[src/rtl/cmd_cfg_pkg.sv]
// -----------------------------------------------------------------------------
// cmd_cfg_pkg
//   Shared definitions for the command sequencer (cmd_cfg), CommMaster and the
//   testbenches: opcode and state enums, default response bytes, watchdog
//   widths and a small opcode-classification helper.
// -----------------------------------------------------------------------------
package cmd_cfg_pkg;

    // Command opcodes understood by the sequencer.
    typedef enum logic [7:0] {
        SET_PTCH  = 8'h02,
        SET_ROLL  = 8'h03,
        SET_YAW   = 8'h04,
        SET_THRST = 8'h05,
        CALIBRATE = 8'h06,
        EMER_LAND = 8'h07,
        MTRS_OFF  = 8'h08
    } opcode_e;

    // Sequencer states.
    typedef enum logic [1:0] {
        IDLE      = 2'd0,
        CAL_WAIT  = 2'd1,
        RESP      = 2'd2,
        RESP_WAIT = 2'd3
    } state_e;

    // Default response bytes.
    localparam logic [7:0] ACK_BYTE = 8'hA5;
    localparam logic [7:0] NAK_BYTE = 8'hEE;

    // Watchdog widths: normal build and the shortened simulation build.
    localparam int DEF_WDOG_W      = 26;
    localparam int FAST_SIM_WDOG_W = 9;

    // True for any opcode the sequencer acts on; anything else is NAKed.
    function automatic logic is_known_op(input logic [7:0] op);
        case (op)
            SET_PTCH, SET_ROLL, SET_YAW, SET_THRST,
            CALIBRATE, EMER_LAND, MTRS_OFF: is_known_op = 1'b1;
            default:                        is_known_op = 1'b0;
        endcase
    endfunction

endpackage

[src/rtl/cmd_cfg_wdog.sv]
// -----------------------------------------------------------------------------
// cmd_wdog
//   Saturating command watchdog. Counts every clock, stops at all-ones, and
//   restarts from zero whenever clr is high. expire is high for the single
//   cycle whose clock edge moves the count onto its maximum, so the forced
//   land happens once per silent period.
//
// Ports:
//   clk     in   system clock
//   rst_n   in   asynchronous active-low reset
//   clr     in   restart the count (a command was accepted)
//   expire  out  one-cycle pulse, the count reaches its maximum on this edge
// -----------------------------------------------------------------------------
module cmd_wdog #(
    parameter int W = 26
) (
    input  logic clk,
    input  logic rst_n,
    input  logic clr,
    output logic expire
);

    localparam logic [W-1:0] CNT_MAX = '1;
    localparam logic [W-1:0] CNT_PRE = {{(W-1){1'b1}}, 1'b0};

    logic [W-1:0] count_q;
    logic [W-1:0] count_d;

    // clr has priority so a command landing on the expiry edge suppresses it.
    always_comb begin
        count_d = count_q;
        if (clr) begin
            count_d = '0;
        end else if (count_q != CNT_MAX) begin
            count_d = count_q + 1'b1;
        end
    end

    assign expire = !clr && (count_q == CNT_PRE);

    always_ff @(posedge clk or negedge rst_n) begin
        if (!rst_n) begin
            count_q <= '0;
        end else begin
            count_q <= count_d;
        end
    end

endmodule

[src/rtl/cmd_cfg.sv]
// -----------------------------------------------------------------------------
// cmd_cfg
//   Command sequencer between the UART command receiver and the flight
//   controller. Decodes opcode/data pairs, maintains the pitch/roll/yaw/thrust
//   setpoints, runs the inertial calibration handshake, controls motors_off
//   and returns a one-byte ACK/NAK. A watchdog zeroes the setpoints if the
//   link goes silent.
//
// Build option:
//   CMD_CFG_FAST_SIM_EN  when defined the watchdog is 9 bits wide (511-clock
//                        timeout) whatever WDOG_W is set to.
//
// Ports:
//   clk, rst_n           clock, asynchronous active-low reset
//   cmd_rdy, cmd, data   pending command (level, held until clr_cmd_rdy)
//   clr_cmd_rdy          one-cycle pulse, command consumed
//   resp, send_resp      response byte and its one-cycle send strobe
//   resp_sent            response transmission finished
//   d_ptch, d_roll, d_yaw (signed 16), thrst (unsigned 9)  setpoints
//   strt_cal, inertial_cal, cal_done   calibration handshake
//   motors_off           forces all ESC speeds to zero
// -----------------------------------------------------------------------------
module cmd_cfg
    import cmd_cfg_pkg::*;
#(
    parameter int         WDOG_W = DEF_WDOG_W,
    parameter logic [7:0] ACK    = ACK_BYTE,
    parameter logic [7:0] NAK    = NAK_BYTE
) (
    input  logic        clk,
    input  logic        rst_n,
    input  logic        cmd_rdy,
    input  logic [7:0]  cmd,
    input  logic [15:0] data,
    output logic        clr_cmd_rdy,
    output logic [7:0]  resp,
    output logic        send_resp,
    input  logic        resp_sent,
    output logic [15:0] d_ptch,
    output logic [15:0] d_roll,
    output logic [15:0] d_yaw,
    output logic [8:0]  thrst,
    output logic        strt_cal,
    output logic        inertial_cal,
    input  logic        cal_done,
    output logic        motors_off
);

`ifdef CMD_CFG_FAST_SIM_EN
    localparam int EFF_WDOG_W = FAST_SIM_WDOG_W;
`else
    localparam int EFF_WDOG_W = WDOG_W;
`endif

    state_e      state_q,        state_d;
    logic [15:0] d_ptch_q,       d_ptch_d;
    logic [15:0] d_roll_q,       d_roll_d;
    logic [15:0] d_yaw_q,        d_yaw_d;
    logic [8:0]  thrst_q,        thrst_d;
    logic        motors_off_q,   motors_off_d;
    logic [7:0]  resp_q,         resp_d;
    logic        send_resp_q,    send_resp_d;
    logic        clr_cmd_rdy_q,  clr_cmd_rdy_d;
    logic        strt_cal_q,     strt_cal_d;
    logic        inertial_cal_q, inertial_cal_d;

    logic        wdog_clr;
    logic        wdog_expire;

    cmd_wdog #(
        .W (EFF_WDOG_W)
    ) u_wdog (
        .clk    (clk),
        .rst_n  (rst_n),
        .clr    (wdog_clr),
        .expire (wdog_expire)
    );

    // Next-state and output decode. The watchdog land is applied first so a
    // command decoded in the same cycle overrides it (the watchdog itself also
    // withholds expire when cleared, so the two never truly collide).
    always_comb begin
        state_d        = state_q;
        d_ptch_d       = d_ptch_q;
        d_roll_d       = d_roll_q;
        d_yaw_d        = d_yaw_q;
        thrst_d        = thrst_q;
        motors_off_d   = motors_off_q;
        resp_d         = resp_q;
        inertial_cal_d = inertial_cal_q;
        send_resp_d    = 1'b0;
        clr_cmd_rdy_d  = 1'b0;
        strt_cal_d     = 1'b0;
        wdog_clr       = 1'b0;

        if (wdog_expire) begin
            d_ptch_d = '0;
            d_roll_d = '0;
            d_yaw_d  = '0;
            thrst_d  = '0;
        end

        case (state_q)
            IDLE: begin
                if (cmd_rdy) begin
                    clr_cmd_rdy_d = 1'b1;
                    wdog_clr      = 1'b1;
                    case (cmd)
                        SET_PTCH:  d_ptch_d = data;
                        SET_ROLL:  d_roll_d = data;
                        SET_YAW:   d_yaw_d  = data;
                        SET_THRST: thrst_d  = data[8:0];
                        CALIBRATE: begin
                            motors_off_d   = 1'b0;
                            strt_cal_d     = 1'b1;
                            inertial_cal_d = 1'b1;
                        end
                        EMER_LAND: begin
                            d_ptch_d = '0;
                            d_roll_d = '0;
                            d_yaw_d  = '0;
                            thrst_d  = '0;
                        end
                        MTRS_OFF: begin
                            motors_off_d = 1'b1;
                            thrst_d      = '0;
                        end
                        default: ;
                    endcase
                    // Calibration defers its ACK until cal_done arrives.
                    if (cmd == CALIBRATE) begin
                        state_d = CAL_WAIT;
                    end else begin
                        resp_d  = is_known_op(cmd) ? ACK : NAK;
                        state_d = RESP;
                    end
                end
            end
            CAL_WAIT: begin
                if (cal_done) begin
                    inertial_cal_d = 1'b0;
                    resp_d         = ACK;
                    state_d        = RESP;
                end
            end
            RESP: begin
                send_resp_d = 1'b1;
                state_d     = RESP_WAIT;
            end
            RESP_WAIT: begin
                // resp_sent coinciding with send_resp is already in this state.
                if (resp_sent) begin
                    state_d = IDLE;
                end
            end
            default: state_d = IDLE;
        endcase
    end

    // State and output registers.
    always_ff @(posedge clk or negedge rst_n) begin
        if (!rst_n) begin
            state_q        <= IDLE;
            d_ptch_q       <= '0;
            d_roll_q       <= '0;
            d_yaw_q        <= '0;
            thrst_q        <= '0;
            motors_off_q   <= 1'b1;
            resp_q         <= 8'h00;
            send_resp_q    <= 1'b0;
            clr_cmd_rdy_q  <= 1'b0;
            strt_cal_q     <= 1'b0;
            inertial_cal_q <= 1'b0;
        end else begin
            state_q        <= state_d;
            d_ptch_q       <= d_ptch_d;
            d_roll_q       <= d_roll_d;
            d_yaw_q        <= d_yaw_d;
            thrst_q        <= thrst_d;
            motors_off_q   <= motors_off_d;
            resp_q         <= resp_d;
            send_resp_q    <= send_resp_d;
            clr_cmd_rdy_q  <= clr_cmd_rdy_d;
            strt_cal_q     <= strt_cal_d;
            inertial_cal_q <= inertial_cal_d;
        end
    end

    assign d_ptch       = d_ptch_q;
    assign d_roll       = d_roll_q;
    assign d_yaw        = d_yaw_q;
    assign thrst        = thrst_q;
    assign motors_off   = motors_off_q;
    assign resp         = resp_q;
    assign send_resp    = send_resp_q;
    assign clr_cmd_rdy  = clr_cmd_rdy_q;
    assign strt_cal     = strt_cal_q;
    assign inertial_cal = inertial_cal_q;

endmodule
[config.mk]
export PLATFORM = sky130hd
export DESIGN_NAME = cmd_cfg
export DESIGN_NICKNAME = d
export VERILOG_FILES = /design/src/rtl/cmd_cfg_pkg.sv /design/src/rtl/cmd_cfg_wdog.sv /design/src/rtl/cmd_cfg.sv
export SDC_FILE = /design/constraint.sdc
export NUM_CORES = 1
export LEC_CHECK = 0
export ABC_AREA = 1
export CAP_MARGIN = 40
export CORE_MARGIN = 2
export CORE_UTILIZATION = 40
export CTS_BUF_LIST = sky130_fd_sc_hd__clkbuf_16
export DETAILED_ROUTE_END_ITERATION = 6
export PLACE_DENSITY = 0.75
export SLEW_MARGIN = 30
export SYNTH_ARGS = -nofsm -noshare
export SYNTH_HDL_FRONTEND = slang
export SYNTH_SLANG_ARGS = --single-unit
[constraint.sdc]
create_clock -name clk -period 2.6 [get_ports clk]
set_clock_uncertainty 0.2 [all_clocks]
set_input_delay 0.78 -clock clk [delete_from_list [all_inputs] [get_ports clk]]
set_output_delay 0.78 -clock clk [all_outputs]
set_load 0.02 [all_outputs]
==> results_dict.tcl <==
set metrics [dict create \
    num_rows 40 \
    hold_violations 0 \
    p_total_mw 3.946 \
    grt_remaining_overflow 0 \
    core-area_sq_um 11910 \
    first_global_vias 4395 \
    cts_sinks 93 \
    drive_gt1_share_pct 9.739 \
    fillers 1082 \
    place_area_sq_um 6025 \
    die_h_um 114.0 \
    first_iter_violations 275 \
    crit_chain "clkdlybuf4s50_1" \
    rsz0062_at_grt "no" \
    drt_wl_total_mm 12.79 \
    maxCapViolCount 0 \
    finalMaxSlewViolations 0 \
    cts-htree-levels 3 \
    synth_nets 664 \
    irDropWorstVdd_mv 0.3960 \
    post_cts_buffers 0 \
    port_buffers 97 \
    post_cts_resized 0 \
    die-area_sq_um 12990 \
    ioPinCount 99 \
    yosys-top-cells-area "dfrtp_1, nand2_1, nand3_1" \
    critical_path_required_ns 1.62 \
    p_comb_share_pct 23.8 \
    postSynthCellCount 628 \
    cp.depth 1 \
    synth-seq-cells 93 \
    antenna_found_initial 0 \
    fmax_ghz 0.4053 \
    synth_top_cell_by_area "dfrtp_1" \
    diodes 0 \
    crit_slowest_cell "clkdlybuf4s50_1" \
    cts_tree "yes" \
    arrival_ns 1.49 \
    dp_hpwl_mm 9.173 \
    clk_latency_ns 0.34 \
    criticalPathCategory "reg2out" \
    fin_util_pct 53.08 \
    final_antenna_net_count 0 \
    vias 4457 \
    design_area_sq_um 6322 \
    critical_path.max_fanout 2 \
    powerDensity_nw_per_um2 624.1 \
    synth_top_area_share_pct 47.59 \
    die_w_um 114.0 \
    finish.net_count 760 \
    worstHoldPathType "in2async" \
    syn_area_sq_um 4837 \
    yosysWarnings 0 \
    postCtsHoldBufs 0 \
    crit_buf_inv 1 \
    first_pass_iters 7 \
    numCtsBuffers 9 \
    start_kind "flop" \
    cp-end-kind "primary output" \
    start_util_pct 40.61 \
    cts_buffer_depth 2 \
    gp_congestion 0.9282 \
    wl_per_cell_um 14.60 \
    track_usage_pct 20.68 \
    fin_crit_sh_pct 94.90 \
    min_period_ns 2.467 \
    power.net_switching_mw 1.254 \
    synth.avg_cell_area_sq_um 7.702 \
    clk_pin_slew_ns 0.07 \
    ys_seq_area_share_pct 48.14 \
    ys_types 27 \
    leakage_nw 3.216 \
    switching_share_pct 31.79 \
    drc 0 \
    p_seq_share_pct 42.8 \
    r2r_cells 8 \
    setup_violations 0 \
    intPower_mw 2.692 \
    grt_pass1_wl_mm 21.39 \
    cpPeakStageDelay_ns 0.60 \
    hold_slack_ns 0.1713 \
    syn_to_final_growth_pct 30.70 \
    crit_family "buffers and inverters" \
    p_clk_share_pct 33.5 \
    clockRootBuffer "clkbuf_16" \
    via_per_inst 5.088 \
    grt_max_degree 58 \
    status "complete, no violations" \
]
cell usage in the layout, fill, tap and decap left out, drive strengths merged, types with 3 or more instances in the layout:
master	count
clkbuf	9
ha	7
nand2	244
clkinv	3
buf	13
nand4	7
o21ai	12
or2	6
o21bai	5
clkdlybuf4s50	96
dfrtp	92
nand3	95
inv	61
nor2	68
a31oi	3
power by group through the flow:
stage                     clock, mW  sequential, mW  combinational [mW]
after global routing           1.41            1.71                1.04
after CTS                      1.36            1.69               0.939
final                          1.32            1.69               0.937
after global placement            0            1.71               0.903
after detailed placement          0            1.71               0.929
after floorplan                   0            1.77               0.470
metal layers:
layer,vias up,routed length (um),part of all wire [%],global-route usage [%]
li1,2154,-,-,-
met1,2110,5656,44,28.22
met2,168,6090,48,33.29
met3,25,741,5.8,2.604
met4,0,305,2.4,8.943
met5,-,0,0,0
cells by family (layout without fill, tap and decap cells):
logic type	count (synthesis)	count (layout)	share of synthesized area, %
simple gates	421	421	39.45
compound gates	23	23	2.742
fa+ha+maj	7	7	1.811
flops	93	93	48.14
buf+inv	83	184	7.786
other cells	1	1	0.07753
path summary, 6_finish.rpt:
kind / start / end / slack (ns)
max: motors_off$_DFFE_PN1P_ / motors_off / 0.13
min: rst_n / d_roll[11]$_DFF_PN0_ / 0.17
max reg2reg: u_wdog.count_q[0]$_DFFE_PN0P_ / u_wdog.count_q[0]$_DFFE_PN0P_ / 0.50
min reg2reg: motors_off$_DFFE_PN1P_ / motors_off$_DFFE_PN1P_ / 0.30
max in group asynchronous: rst_n / motors_off$_DFFE_PN1P_ / 1.42
min in group clk: motors_off$_DFFE_PN1P_ / motors_off$_DFFE_PN1P_ / 0.30
final cells by class:
cell class	instances	area (sq um)	area share, %
inverter	59	221.5	3.503
multi-input combinational	452	2132	33.72
clock inverter	7	72.57	1.148
tap	147	183.9	2.909
timing repair buffer	109	1159	18.33
clock buffer	9	225.2	3.562
sequential	93	2328	36.83
state kept, by name, indices dropped and copies added, names as in the netlist:
signal / count
clr_cmd_rdy: 1
d_ptch: 16
d_roll: 16
d_yaw: 16
inertial_cal: 1
motors_off: 1
resp: 3
send_resp: 1
state_q: 2
strt_cal: 1
thrst: 9
u_wdog.count_q: 26
Yosys cell counts:
| master | n |
|---|---|
| nand3_2 | 22 |
| buf_1 | 2 |
| clkbuf_1 | 2 |
| buf_2 | 10 |
| o21ai_0 | 11 |
| nand2_1 | 240 |
| o22ai_1 | 1 |
| a21oi_1 | 2 |
| o21bai_1 | 5 |
| clkinv_1 | 1 |
| nand2_2 | 4 |
| conb_1 | 1 |
| nand3b_1 | 1 |
| ha_1 | 7 |
| inv_2 | 3 |
| dfrtp_1 | 92 |
| a31oi_1 | 3 |
| nand3_1 | 73 |
| or2_2 | 6 |
| buf_4 | 6 |
| buf_6 | 4 |
| nor2_4 | 7 |
| nor2_1 | 61 |
| dfstp_2 | 1 |
| o21ai_1 | 1 |
| inv_1 | 55 |
| nand4_1 | 7 |
stage by stage:
step,setup TNS (ns),setup WS [ns],instances
floorplan,0,0.5889,628
global route,0,0.1082,876
CTS,0,0.1088,876
finish,0,0.1325,876
detailed placement,-0.3150,-0.03888,860
global placement,0,0.06645,860
(Power assumes the default switching activity.)
==> RTL edit: new RTL, same settings <==
The 4 states of `state_e` get a one-hot encoding in 4 bits.
--- a/src/rtl/cmd_cfg_pkg.sv
+++ b/src/rtl/cmd_cfg_pkg.sv
@@ -20,7 +20,7 @@
     // Sequencer states.
-    typedef enum logic [1:0] {
-        IDLE      = 2'd0,
-        CAL_WAIT  = 2'd1,
-        RESP      = 2'd2,
-        RESP_WAIT = 2'd3
+    typedef enum logic [3:0] {
+        IDLE      = 4'b0001,
+        CAL_WAIT  = 4'b0010,
+        RESP      = 4'b0100,
+        RESP_WAIT = 4'b1000
     } state_e;
Behaviour: same outputs for any inputs over 4 cycles, from zero or initial values and one cycle with rst_n low; so few cycles prove little.
==> RTL edit against the unedited design <==
Total power decreased by 2.9%. Sequential cell count increased by 2. Wire length decreased by 0.70%. Register-to-register slack improved by 0.08 ns. Design area increased by 1.4%. First-iteration DRC count increased by 51%. Via count decreased by 0.18%. Maximum frequency increased by 0.50%. Synthesized area increased by 2.5%. Worst setup slack improved by 0.012 ns. Sequential share of layout area increased by 0.30 points. Largest cell class unchanged.
==> RTL edit: results (changes against the unedited design) <==
\begin{tabular}{lr}
\hline
Metric & Value \\
\hline
\multicolumn{2}{l}{\textbf{Run status}} \\
\quad Outcome & finished clean \\
\multicolumn{2}{l}{\textbf{Yosys}} \\
\quad Most numerous cell types in the synthesized netlist & sky130\_fd\_sc\_hd\_\_nand2\_1 (229), sky130\_fd\_sc\_hd\_\_dfrtp\_1 (93), sky130\_fd\_sc\_hd\_\_nand3\_1 (69), sky130\_fd\_sc\_hd\_\_nor2\_1 (64), sky130\_fd\_sc\_hd\_\_inv\_1 (50) \\
\quad Count of distinct cell types in the synthesized netlist & 35 (+30\%) \\
\quad Area share of fa/ha/maj cells after synthesis & 0.00505 (-0.0131) \\
\quad Part of the Yosys area used for sequential elements & 0.480 (-0.00132) \\
\quad Number of standard cells after synthesis & 630 (+0.32\%) \\
\quad Largest cells by area after synthesis & sky130\_fd\_sc\_hd\_\_dfrtp\_1 (47\%), sky130\_fd\_sc\_hd\_\_nand2\_1 (17\%), sky130\_fd\_sc\_hd\_\_nand3\_1 (7.0\%) \\
\quad Synth Area in XOR/XNOR & 0.00353 (+0.00353) \\
\quad Complex-gate fraction of the synthesized area & 0.0209 (-0.00647) \\
\quad Net Count, Synth & 661 (-0.45\%) \\
\multicolumn{2}{l}{\textbf{Setup path}} \\
\quad Signal arrival time at the worst endpoint & 1.48 ns \\
\multicolumn{2}{l}{\textbf{GRT}} \\
\quad Largest net degree at the start of global routing & 37 (-36\%) \\
\quad Global-route wire length before repair & 21.0 mm (-1.9\%) \\
\quad Vias in the first global route & 4,245 (-3.4\%) \\
\multicolumn{2}{l}{\textbf{Final layout}} \\
\quad Fill cells & 1,095 (+1.2\%) \\
\quad Fin nets & 760 (unchanged) \\
\quad Layout cells sized above 1 & 0.130 (+0.0322) \\
\multicolumn{2}{l}{\textbf{Placement}} \\
\quad Placement-stage worst setup slack & -0.0259 ns (+0.0130 ns) \\
\quad Final estimated routing congestion in global placement & 0.987 (+6.3\%) \\
\quad Detailed Place HPWL & 9.45 mm (+3.0\%) \\
\quad Total placed cells including tap cells & 886 (+3.0\%) \\
\quad IO Port Bufs & 97 (unchanged) \\
\multicolumn{2}{l}{\textbf{Detailed routing}} \\
\quad Count of TritonRoute iterations in the first routing pass & 5 (-2) \\
\quad Via count & 4,449 (-0.18\%) \\
\quad Routed Wire Length & 12.7 mm (-0.70\%) \\
\quad DRC marker count from the first detailed-route iteration & 416 (+51\%) \\
\quad Routed WL per cell & 14.1 µm (-3.5\%) \\
\multicolumn{2}{l}{\textbf{Power}} \\
\quad LEAKAGE & 0.00330 µW (+2.6\%) \\
\hline
\end{tabular}
==> RTL edit: area by class of cell <==
| class | instances | area, µm² | area share |
|---|---|---|---|
| well taps | 168 | 210 | 0.0328 |
| clock buffers | 9 | 225 | 0.0351 |
| repair buffers | 109 | 1130 | 0.177 |
| multi-input cells | 455 | 2200 | 0.344 |
| clock inverters | 6 | 28.8 | 0.00449 |
| flip-flops and latches | 95 | 2380 | 0.371 |
| inverters | 59 | 229 | 0.0357 |
==> RTL edit: worst paths after layout <==
kind                                        start            endpoint  slack, ns  cells after the start
max in group asynchronous                   rst_n          motors_off       1.41                      2
worst max register to register  u_wdog.count_q[0]  u_wdog.count_q[20]       0.58                      9
worst min-delay path                        rst_n           d_ptch[0]       0.19                      1
min in group clk                        d_roll[4]           d_roll[4]       0.30                      2
worst min register to register          d_roll[4]           d_roll[4]       0.30                      2
worst max-delay path                   motors_off          motors_off       0.14                      1
==> RTL edit: metal layers <==
metal  part of all wire  track usage
met5                  0            0
met4              0.021       0.0811
met3              0.049       0.0179
met2               0.50        0.328
met1               0.43        0.270
==> RTL edit: cells by family (layout without fill, tap and decap cells) <==
family	after synthesis	in the layout
other cells	1	1
fa+ha+maj	2	2
compound gates	19	19
flops	95	95
buf+inv	80	183
simple gates	431	431
xor+xnor	2	2
==> RTL edit: stage by stage <==
stage               TNS [ns]  area (µm²)
floorplan                  0        4960
global placement           0        6150
detailed placement    -0.213        6150
CTS                        0        6410
global route               0        6410
finish                     0        6410
==> RTL edit: power breakdown <==
group | internal [µW] | switching, µW | leakage, µW | total, µW
sequential | 1610 | 115 | 0.00130 | 1730
clock | 631 | 549 | 0.000133 | 1180
combinational | 341 | 582 | 0.00187 | 923
